## src/rtl/fifo_rd_adapter.sv

```systemverilog
// Async-FIFO read side to valid/ready stream, via a 2-entry in-order skid buffer.
// Optional FIFO_RD_ADAPTER_STATS_EN adds a 16-bit wrapping pop_count output.
module fifo_rd_adapter #(
  parameter int unsigned DATA_WIDTH = 32
) (
  input  logic                  rd_clk,
  input  logic                  rd_rst_n,
  input  logic                  flush,
  input  logic                  fifo_empty,
  output logic                  fifo_rd_en,
  input  logic [DATA_WIDTH-1:0] fifo_rd_data,
  output logic                  m_valid,
  input  logic                  m_ready,
`ifdef FIFO_RD_ADAPTER_STATS_EN
  output logic [15:0]           pop_count,
`endif
  output logic [DATA_WIDTH-1:0] m_data
);

  typedef enum logic [1:0] {OccEmpty, OccOne, OccTwo} occ_e;

  occ_e                  occ_q, occ_d;
  logic                  inflight_q, inflight_d;
  logic                  head_q, head_d;
  logic                  tail_q, tail_d;
  logic [DATA_WIDTH-1:0] buf_q [2];
  logic [DATA_WIDTH-1:0] buf_d [2];

  logic       pop;
  logic       push;
  logic [1:0] occ_cnt;
  logic [1:0] occ_cnt_d;
  logic [2:0] level;

  always_comb begin
    occ_cnt    = occ_q;
    pop        = (occ_q != OccEmpty) && m_ready;
    push       = inflight_q && !flush;
    // Occupancy once the in-flight word lands and this cycle's pop leaves.
    level      = {1'b0, occ_cnt} + {2'b00, inflight_q} - {2'b00, pop};
    fifo_rd_en = rd_rst_n && !fifo_empty && !flush && (level < 3'd2);
    inflight_d = fifo_rd_en;

    occ_cnt_d  = occ_cnt + {1'b0, push} - {1'b0, pop};
    occ_d      = occ_e'(occ_cnt_d);
    head_d     = head_q ^ pop;
    tail_d     = tail_q ^ push;
    buf_d      = buf_q;
    if (push) begin
      buf_d[tail_q] = fifo_rd_data;
    end
    if (flush) begin
      occ_d  = OccEmpty;
      head_d = 1'b0;
      tail_d = 1'b0;
    end
  end

  always_ff @(posedge rd_clk) begin
    if (!rd_rst_n) begin
      occ_q      <= OccEmpty;
      inflight_q <= 1'b0;
      head_q     <= 1'b0;
      tail_q     <= 1'b0;
      buf_q[0]   <= '0;
      buf_q[1]   <= '0;
    end else begin
      occ_q      <= occ_d;
      inflight_q <= inflight_d;
      head_q     <= head_d;
      tail_q     <= tail_d;
      buf_q      <= buf_d;
    end
  end

  assign m_valid = (occ_q != OccEmpty);
  assign m_data  = buf_q[head_q];

`ifdef FIFO_RD_ADAPTER_STATS_EN
  logic [15:0] pop_count_q, pop_count_d;

  // Popped words count as delivered even when flush coincides.
  always_comb begin
    pop_count_d = pop_count_q + {15'd0, pop};
  end

  always_ff @(posedge rd_clk) begin
    if (!rd_rst_n) begin
      pop_count_q <= '0;
    end else begin
      pop_count_q <= pop_count_d;
    end
  end

  assign pop_count = pop_count_q;
`endif

endmodule

```

## config.mk

```make
export PLATFORM = sky130hd
export DESIGN_NAME = fifo_rd_adapter
export DESIGN_NICKNAME = d
export VERILOG_FILES = /design/src/rtl/fifo_rd_adapter.sv
export SDC_FILE = /design/constraint.sdc
export NUM_CORES = 1
export LEC_CHECK = 0
export CORE_ASPECT_RATIO = 1.1
export CORE_MARGIN = 4
export CORE_UTILIZATION = 50
export DETAILED_ROUTE_END_ITERATION = 7
export GPL_TIMING_DRIVEN = 0
export PLACE_DENSITY_LB_ADDON = 0.1
export SYNTH_ARGS = -nofsm -noshare
export SYNTH_HDL_FRONTEND = slang
export SYNTH_SLANG_ARGS = --single-unit
```

## constraint.sdc

```tcl
create_clock -name rd_clk -period 4.2 [get_ports rd_clk]
set_input_delay 1.26 -clock rd_clk [delete_from_list [all_inputs] [get_ports rd_clk]]
set_output_delay 1.26 -clock rd_clk [all_outputs]
set_load 0.02 [all_outputs]
```

==> impl_metrics.env <==
export IMPL_status="finished clean"
export IMPL_seq_area_um2=1380
export IMPL_drt_vias_per_instance=4.83
export IMPL_clkPwrFrac_pct=36.9
export IMPL_netlist_area_leader_share_pct=44.2
export IMPL_globalRouteOverflowTotal=0
export IMPL_cp_required_ps=2940
export IMPL_groute_usage_overall_pct=18.1
export IMPL_start_util_pct=52.9
export IMPL_synth_warnings=0
export IMPL_fin_crit_sh_pct=96.5
export IMPL_clk_path_buf_depth=2
export IMPL_synthTopCellsByCount="69 x dfxtp_1, 65 x mux2i_1, 65 x nor2b_1, 32 x mux2_2, 7 x buf_6"
export IMPL_antenna_found_initial=0
export IMPL_synth_edff_count=0
export IMPL_slew_violations=0
export IMPL_path_cells="buf_2 -> o21a_1 -> ha_1 -> inv_2 -> nand2_2 -> fa_2 -> xor2_2 -> nor4b_2 -> buf_4"
export IMPL_crit_arrival_ps=2790
export IMPL_cts_root_buf="clkbuf_8"
export IMPL_rows=29
export IMPL_synth_flop_cell="dfxtp_1"
export IMPL_drt_iter0_drc=80
export IMPL_clkSinkCount=69
export IMPL_critPathKind="in2out"
export IMPL_gp_congestion=0.703
export IMPL_path_delay_family="adder cells"
export IMPL_critPathSlowestCell="fa_2"
export IMPL_die_h_um=91.0
export IMPL_wl_per_cell_um=14.3
export IMPL_hold_start="buf_q[15]$_SDFFE_PN0P_"
export IMPL_hold_path_class="reg2reg"
export IMPL_fin_cells=438
export IMPL_p_leak_nw=1.42
export IMPL_synth_seq_cells=69
export IMPL_start_kind="primary input"
export IMPL_pwr_share_comb_pct=9.7
export IMPL_netlist_instances=275
export IMPL_grt_pass1_wl_um=11100
export IMPL_finalNetCount=401
export IMPL_drt_pass1_iterations=4
export IMPL_relSlewSlack_pct=74.4
export IMPL_vias=2116
export IMPL_grt_pass1_vias=2332
export IMPL_crit_buf_inv=3
export IMPL_die_w_um=83.4
export IMPL_reg2reg_from="occ_cnt[1]$_SDFF_PP0_"
export IMPL_setup_viol=0
export IMPL_power_internal_w=0.000973
export IMPL_rsz0062_at_grt="false"
export IMPL_hpwl_um=4390
export IMPL_switching_share_pct=22.0
export IMPL_synth_area_top_cells="dfxtp_1 44%, mux2i_1 21%, nor2b_1 13%, mux2_2 12%, buf_6 2.5%"
export IMPL_ir_drop_mv=0.216
export IMPL_io_buffers=70
export IMPL_synth_top_cell_by_area="dfxtp_1"
export IMPL_routed_wirelength_um=6250
export IMPL_skew_ps=3.36
export IMPL_cp_startpoint="m_ready"
export IMPL_synth_nets=318
export IMPL_dpl_cell_count=422
export IMPL_clk_latency_ps=330
export IMPL_fin_util_pct=69.6
export IMPL_drtAntennaViolNets=0
export IMPL_nFillCells=457
export IMPL_drc_errors=0
export IMPL_diodes=0
export IMPL_coreArea_um2=5910
export IMPL_p_sw_w=0.000275
export IMPL_rrSetupSlack_ps=2350
export IMPL_end_kind="primary output"
export IMPL_cts_buffers=9
export IMPL_post_synth_cell_area_avg_um2=11.4
export IMPL_max_stage_delay_ps=350
export IMPL_yosysMostFrequentCell="dfxtp_1"
export IMPL_whs_ps=510
export IMPL_mappedNetlistArea_um2=3130
export IMPL_async_flop_share_pct=0
export IMPL_dieArea_um2=7590
export IMPL_seq_area_frac_synth_pct=44.2
export IMPL_ys_types=20
export IMPL_clk_pin_slew_ps=70
export IMPL_io_pins=71
export IMPL_syn2layout_area_growth_pct=31.6
export IMPL_fin_crit_ps=4050
export IMPL_grt_max_degree=11
export IMPL_seq_power_share_pct=53.4
export IMPL_cts_hold_buf=0
export IMPL_fmax_mhz=247
export IMPL_drive_gt1_share_pct=18.8
export IMPL_hold_viol=0
export IMPL_worst_path_max_fanout=2
export IMPL_cap_violations=0
export IMPL_power_density_nw_per_um2=303
export IMPL_cts_tree="built"
export IMPL_max_slew_worst_pin_slew_ps=383
export IMPL_htreeDepth=3
export IMPL_multi_input_area_um2=1600
[sequential cells by signal, summed over array words and instances, names as in the netlist]
name        cells
inflight_q      1
buf_q          64
occ_cnt         2
tail_q          1
head_q          1
[layer usage]
layer,vias up,global-route usage [%],share of wire (%)
li1,1088,-,-
met1,962,22.9,45
met2,54,29.1,48
met3,12,4.43,5.0
met4,0,8.71,1.7
met5,-,0,0
[metrics by stage]
| step | cell area [um2] | TNS [ps] | total power, W | worst slack [ps] |
|---|---|---|---|---|
| after floorplan | 3130 | 0 | 0.000737 | 182 |
| after global placement | 3930 | -693 | 0.000801 | -693 |
| after detailed placement | 3930 | -759 | 0.000802 | -759 |
| after CTS | 4110 | 0 | 0.00127 | 26.7 |
| after global routing | 4120 | 0 | 0.00130 | 0.921 |
| final | 4120 | 0 | 0.00125 | 148 |
[final timing paths]
path	to	depth (start not counted)
min	buf_q[15]$_SDFFE_PN0P_	2
min reg2reg	buf_q[15]$_SDFFE_PN0P_	2
max	fifo_rd_en	9
max reg2reg	inflight_q$_SDFF_PN0_	7
[cells by family after synthesis]
family                     share of synthesized area, %
AOI/OAI and AO/OA                                 0.240
xor gates and xnor gates                          0.560
adders and majority gates                          2.64
buffers and inverters                              5.20
DFF                                                44.2
muxes                                              32.3
and+or+nand+nor                                    14.9
[cell usage in the layout (no fill, tap or decap)]
cell             Yosys  routed
buf_4                3       6
nor2_1               3       3
nor4b_1              2       1
clkbuf_1             5       6
mux2_2              32      32
dfxtp_1             69      69
clkbuf_8             0      11
o21a_1               1       1
buf_6                7       7
or3b_1               1       1
nor2b_1             65      65
xnor2_1              1       1
buf_2                4       5
nor4b_2              0       1
ha_1                 5       5
nand2_1              2       1
clkinv_2             0       2
nand3b_1             1       1
inv_1                6       5
nand2_2              0       1
nand2b_1             1       1
inv_2                0       1
clkdlybuf4s50_1      0      68
mux2i_1             65      65
xor2_2               0       1
fa_2                 0       1
[layout make-up]
class                   count  share of cell area (%)
multi-input cells         181                    38.9
clock buffers              12                    3.77
clock inverters             2                   0.243
inverters                   6                   0.547
well taps                  77                    2.34
repair buffers             72                    17.2
flip-flops and latches     69                    33.6
plain buffers              19                    3.40
[worst register-to-register path: stages (launching register included)]
cell     delay [ps]
dfxtp_1         450
o21a_1          200
ha_1            240
inv_2            70
nand2_2          50
fa_2            350
xor2_2          160
nor4b_1         230
[what timing repair did]
action / CTS / global route
endpoints found under the setup margin: 1 / 1
gates resized for setup: 12 / 1
endpoints found under the hold margin: 0 / 0
pin swaps: 4 / 3
buffers inserted: 2 / 0
[power groups by stage]
| stage | sequential, W | combinational, W | clock (W) |
|---|---|---|---|
| 4_1_cts | 0.000666 | 0.000123 | 0.000477 |
| 5_1_grt | 0.000667 | 0.000131 | 0.000506 |
| 6_report | 0.000666 | 0.000121 | 0.000460 |
| 3_5_place_dp | 0.000681 | 0.000121 | 0 |
| 2_1_floorplan | 0.000680 | 0.0000571 | 0 |
| 3_3_place_gp | 0.000681 | 0.000120 | 0 |
(Power assumes the default switching activity.)
